===== src/rtl/tgl_handshake_rx_if.sv =====
// Toggle-handshake receiver bus: remote toggle request/acknowledge plus the
// local valid/ready event port, error flag and accepted-event counter.
interface tgl_handshake_rx_if #(
  parameter int unsigned CNT_W = 8
);
  logic             req_tgl;
  logic             ack_tgl;
  logic             evt_valid;
  logic             evt_ready;
  logic             clr_err;
  logic             proto_err;
  logic [CNT_W-1:0] evt_count;

  // Sender/consumer side: drives request, ready and error clear.
  modport master (
    output req_tgl,
    output evt_ready,
    output clr_err,
    input  ack_tgl,
    input  evt_valid,
    input  proto_err,
    input  evt_count
  );

  // Receiver side: the tgl_handshake_rx block.
  modport slave (
    input  req_tgl,
    input  evt_ready,
    input  clr_err,
    output ack_tgl,
    output evt_valid,
    output proto_err,
    output evt_count
  );
endinterface


===== src/rtl/tgl_handshake_rx.sv =====
// Receiving end of a two-phase toggle handshake. The asynchronous req_tgl is
// synchronised, each toggle becomes one pending event on a valid/ready port,
// and every accept toggles ack_tgl back to the sender.
// Optional feature macro: TGL_EVT_COUNT_EN enables the accepted-event counter;
// without it evt_count is tied to zero.
module tgl_handshake_rx #(
  parameter int unsigned SYNC_STAGES = 2,
  parameter int unsigned CNT_W       = 8
) (
  input logic               Clk,
  input logic               rst,
  tgl_handshake_rx_if.slave hs
);

  typedef enum logic {
    IDLE = 1'b0,
    PEND = 1'b1
  } state_e;

  state_e                 state_q;
  state_e                 state_d;
  logic [SYNC_STAGES-1:0] sync_q;
  logic                   req_s;
  logic                   req_dly_q;
  logic                   tgl_det;
  logic                   pend;
  logic                   accept;
  logic                   viol;
  logic                   ack_q;
  logic                   ack_d;
  logic                   err_q;
  logic                   err_d;

  // Synchroniser chain and one-cycle delay for toggle detection.
  always_ff @(posedge Clk or negedge rst) begin
    if (!rst) begin
      sync_q    <= '0;
      req_dly_q <= 1'b0;
    end else begin
      sync_q    <= {sync_q[SYNC_STAGES-2:0], hs.req_tgl};
      req_dly_q <= req_s;
    end
  end

  assign req_s   = sync_q[SYNC_STAGES-1];
  assign tgl_det = req_s ^ req_dly_q;

  // FSM state register.
  always_ff @(posedge Clk or negedge rst) begin
    if (!rst) begin
      state_q <= IDLE;
    end else begin
      state_q <= state_d;
    end
  end

  // FSM next state: a toggle arriving on the accept cycle keeps the event pending.
  always_comb begin
    state_d = state_q;
    case (state_q)
      IDLE:    if (tgl_det) state_d = PEND;
      PEND:    if (accept && !tgl_det) state_d = IDLE;
      default: state_d = IDLE;
    endcase
  end

  // FSM outputs: accept/violation decode and next values of the flag registers.
  always_comb begin
    pend   = (state_q == PEND);
    accept = pend & hs.evt_ready;
    viol   = pend & ~hs.evt_ready & tgl_det;
    ack_d  = ack_q ^ accept;
    err_d  = viol | (err_q & ~hs.clr_err);
  end

  // Acknowledge toggle and sticky protocol error; a new violation beats clr_err.
  always_ff @(posedge Clk or negedge rst) begin
    if (!rst) begin
      ack_q <= 1'b0;
      err_q <= 1'b0;
    end else begin
      ack_q <= ack_d;
      err_q <= err_d;
    end
  end

  assign hs.evt_valid = pend;
  assign hs.ack_tgl   = ack_q;
  assign hs.proto_err = err_q;

`ifdef TGL_EVT_COUNT_EN
  logic [CNT_W-1:0] cnt_q;
  logic [CNT_W-1:0] cnt_d;

  // Accepted-event counter, wraps modulo 2^CNT_W.
  always_comb begin
    cnt_d = cnt_q;
    if (accept) cnt_d = cnt_q + CNT_W'(1);
  end

  // Counter register.
  always_ff @(posedge Clk or negedge rst) begin
    if (!rst) begin
      cnt_q <= '0;
    end else begin
      cnt_q <= cnt_d;
    end
  end

  assign hs.evt_count = cnt_q;
`else
  assign hs.evt_count = '0;
`endif

endmodule


===== src/flat_wrapper.sv =====
// flat-port wrapper written by rule: the top's interface ports become plain ports
module tgl_handshake_rx_flat 
#(
  parameter int unsigned SYNC_STAGES = 2,
  parameter int unsigned CNT_W       = 8
)
  (Clk, rst, hs_req_tgl, hs_evt_ready, hs_clr_err, hs_ack_tgl, hs_evt_valid, hs_proto_err, hs_evt_count);
  tgl_handshake_rx_if #(.CNT_W(CNT_W)) hs_i ();
  input logic Clk;
  input logic rst;
  input wire logic [$bits(hs_i.req_tgl)-1:0] hs_req_tgl;
  input wire logic [$bits(hs_i.evt_ready)-1:0] hs_evt_ready;
  input wire logic [$bits(hs_i.clr_err)-1:0] hs_clr_err;
  output wire logic [$bits(hs_i.ack_tgl)-1:0] hs_ack_tgl;
  output wire logic [$bits(hs_i.evt_valid)-1:0] hs_evt_valid;
  output wire logic [$bits(hs_i.proto_err)-1:0] hs_proto_err;
  output wire logic [$bits(hs_i.evt_count)-1:0] hs_evt_count;
  assign hs_i.req_tgl = hs_req_tgl;
  assign hs_i.evt_ready = hs_evt_ready;
  assign hs_i.clr_err = hs_clr_err;
  assign hs_ack_tgl = hs_i.ack_tgl;
  assign hs_evt_valid = hs_i.evt_valid;
  assign hs_proto_err = hs_i.proto_err;
  assign hs_evt_count = hs_i.evt_count;
  tgl_handshake_rx #(.SYNC_STAGES(SYNC_STAGES), .CNT_W(CNT_W)) u_core (.Clk(Clk), .rst(rst), .hs(hs_i));
endmodule

===== config.mk =====
export PLATFORM = sky130hd
export DESIGN_NAME = tgl_handshake_rx_flat
export DESIGN_NICKNAME = d
export VERILOG_FILES = /design/src/rtl/tgl_handshake_rx_if.sv /design/src/rtl/tgl_handshake_rx.sv /design/src/flat_wrapper.sv
export SDC_FILE = /design/constraint.sdc
export NUM_CORES = 1
export LEC_CHECK = 0
export CORE_AREA = 4 4 41 43
export CTS_BUF_LIST = sky130_fd_sc_hd__clkbuf_4 sky130_fd_sc_hd__clkbuf_8
export DETAILED_ROUTE_END_ITERATION = 10
export DIE_AREA = 0 0 45 47
export PLACE_DENSITY = 0.48
export SLEW_MARGIN = 20
export SYNTH_ARGS = -nofsm -noshare
export SYNTH_HDL_FRONTEND = slang
export SYNTH_SLANG_ARGS = --single-unit

===== constraint.sdc =====
create_clock -name Clk -period 0.8 [get_ports Clk]
set_input_delay 0.12 -clock Clk [delete_from_list [all_inputs] [get_ports Clk]]
set_output_delay 0.12 -clock Clk [all_outputs]
set_load 0.02 [all_outputs]

==> key figures <==
Run status
  • Outcome: finished, violations left
  • Failing checks: negative setup slack

Place
  • Count of input and output buffers: 7
  • DP Cell Count: between 40 and 50
  • Total placed instance area: ~320 µm²
  • RD Place Congestion: 0.566
  • Worst slack, placed: -283 ps

Synth
  • Register area share after synthesis: 58.8%
  • Post-synth top cells: buf_4, dfrtp_1, nand2_1, xnor2_1
  • Largest family of logic cells by synthesized area: buffers and inverters
  • Post-Synth XOR/XNOR Area: 6.86%
  • Yosys warns: 0
  • Unique cell type count in the Yosys netlist: 8
  • Multiplexer area fraction after synthesis: 0%
  • Yosys top cell area share: just under 60%
  • Post-synthesis simple-gate area fraction: under 10%
  • Yosys reg bits: 6
  • Synth Area in Adders: 0%
  • Synth Area in Compound Gates: approximately 2.5%
  • Asr flop ratio synth: 100%
  • Post-synth EDFFs: 0
  • Post-Syn Area: around 260 µm²
  • Leading post-synthesis cells by cell area: dfrtp_1, buf_4, xnor2_1
  • Ys flop type: dfrtp_1
  • Most frequent cell after synthesis: buf_4
  • Leading area contributor after synthesis: dfrtp_1
  • Avg Synthesized Cell Area: 11.6 µm²
  • Post-synthesis instance total: 22

Routing
  • Routed WL: just over 400 µm
  • DR vias: around 170
  • DRT iter0 DRCs: 0
  • DRC: 0
  • WL/cell: 8.28 µm
  • Router iterations before antenna repair: 1
  • Via density: around 3.4
  • Post-route ant nets: 0

Layout
  • Share of cells above drive strength 1: 37.1%
  • Design area: 384 µm²
  • Fin nets: 42
  • Post-Layout Cell Count: 50
  • Ant diodes: 0
  • Fillers: 147
  • Synth-to-layout area growth: 50.5%

Clocking
  • TritonCTS Buffers: 3
  • Clk buf depth: 2
  • Hold-fix buffers at CTS: 0
  • H-Tree Depth: 1
  • CTS Sinks: 6
  • Root Buffer: clkbuf_4
  • Clk Latency, worst-skew pair: approximately 230 ps
  • CTS tree: done
  • Clock transition at path regs: approximately 40 ps

Power and ir drop
  • Power Total: between 0.0009 and 0.001 W
  • P per Cell Area: between 2000 and 3000 nW/µm²
  • Pleak: ~0.19 nW
  • Max IR drop VDD: between 1000 and 1500 µV

Timing
  • Final worst setup slack: -77.7 ps
  • Max Clk Rate: around 1.1 GHz
  • RSZ-0062 raised after global routing: true
  • Final-report hold violation count: 0
  • Final Skew: around 1.9 ps
  • Part of the cycle the worst path needs: 110%
  • Tmin final: slightly below 900 ps
  • Max-slew violation count: 0
  • Count of final setup violators: 3

Job
  • Max-cap violations: 0

Die
  • Initial Util: 19.6%
  • Die height: 47 µm
  • Rows: 13
  • Total core area: 1300 µm²
  • DIE WIDTH: about 45 µm
  • Top-level I/O count: 16
  • Die area: 2120 µm²

Worst setup path
  • Reg-to-reg endpoint: u_core.hs.proto_err
  • Worst R2R Start: u_core.sync_q[1]
  • Crit-path leading delay family: flip-flops
  • Reg-to-reg slack, setup: approximately 10 ps
  • CP max stage delay: between 300 and 400 ps
  • CP max-delay cell: dfrtp_1
  • Startpoint Class: register
  • CP Capture Type: output port
  • Worst Setup SP: u_core.hs.evt_valid
  • Worst-path fanout max: 2
  • Worst path cell trace: buf_6
  • Setup CP Type: register to output port
  • CP Data Required Time: a little under 700 ps
  • CP Data Arrival Time: about 760 ps
  • CP bufs+invs: 1
  • R2R depth: 2

Global route
  • All-Layer GR Usage: between 4 and 5%
  • Largest net degree at the start of global routing: 7
  • Initial antenna violation count: 0
  • First-pass GRT wire length: a little over 600 µm
  • Vias in the first global route: approximately 150
  • Overall overflow remaining after global route: 0

Hold path
  • Min-delay worst type: primary input to asynchronous set/reset pin
through the flow:
step / TNS [ps] / utilization, % / hold slack [ps]
2_1_floorplan: 0 / - / -176
3_3_place_gp: -1080 / 24.4 / 337
3_5_place_dp: -1140 / 24.4 / 345
4_1_cts: -258 / 27.6 / 127
5_1_grt: -370 / 29.5 / 132
6_report: -223 / 29.5 / 126
where the power goes:
group	switching, W	internal, W
Combinational	0.000147	0.000173
Sequential	0.0000324	0.000352
Clock	0.0000965	0.000169
Total	0.000275	0.000694
worst max path at each step:
stage	depth (start not counted)	slack, ps	endpoint
floorplan	2	20	u_core.hs.ack_tgl
global placement	1	-280	hs_evt_valid
detailed placement	1	-280	hs_evt_valid
CTS	1	-90	hs_ack_tgl
global route	1	-110	hs_ack_tgl
finish	1	-80	hs_evt_valid
state kept, by name, summed over array words and instances, names as in the netlist:
| name | cells |
|---|---|
| u_core.hs.ack_tgl | 1 |
| u_core.hs.evt_valid | 1 |
| u_core.hs.proto_err | 1 |
| u_core.req_dly_q | 1 |
| u_core.sync_q | 2 |
layer usage:
| layer | GRT usage, % | vias up | routed length, µm |
|---|---|---|---|
| met5 | 0 | - | 0 |
| met4 | 7.02 | 0 | 0 |
| met3 | 1.92 | 0 | 86 |
| met2 | 5.08 | 14 | 185 |
| met1 | 4.87 | 79 | 141 |
| li1 | - | 79 | - |
cell usage in the layout, fill, tap and decap left out:
master           n
conb_1           8
dfrtp_1          6
clkdlybuf4s50_1  4
buf_4            4
clkbuf_4         3
buf_6            3
inv_1            1
xnor2_2          1
nand2b_4         1
o22ai_1          1
nand2_1          1
nand2_2          1
xnor2_1          1
what timing repair did:
action                                  in CTS  in global routing
pin swaps                                    0                  2
buffers inserted                             1                  2
resized for setup                           19                  2
endpoints found under the setup margin       4                  6
kinds of logic (layout without fill, tap and decap cells):
| family | after synthesis | in the layout |
|---|---|---|
| AO/OA/AOI/OAI | 1 | 1 |
| XOR/XNOR | 2 | 2 |
| buffers and inverters | 9 | 15 |
| flip-flops | 6 | 6 |
| other | 1 | 8 |
| AND/OR/NAND/NOR | 3 | 3 |
area by class of cell:
class	instances	area (µm²)	area share [%]
Sequential cell	6	150	39.1
Timing Repair Buffer	11	104	27.0
Multi-Input combinational cell	14	85.1	22.1
Clock buffer	3	22.5	5.86
Tap cell	15	18.8	4.89
Inverter	1	3.75	0.977
Power figures use the tool's default switching activity.
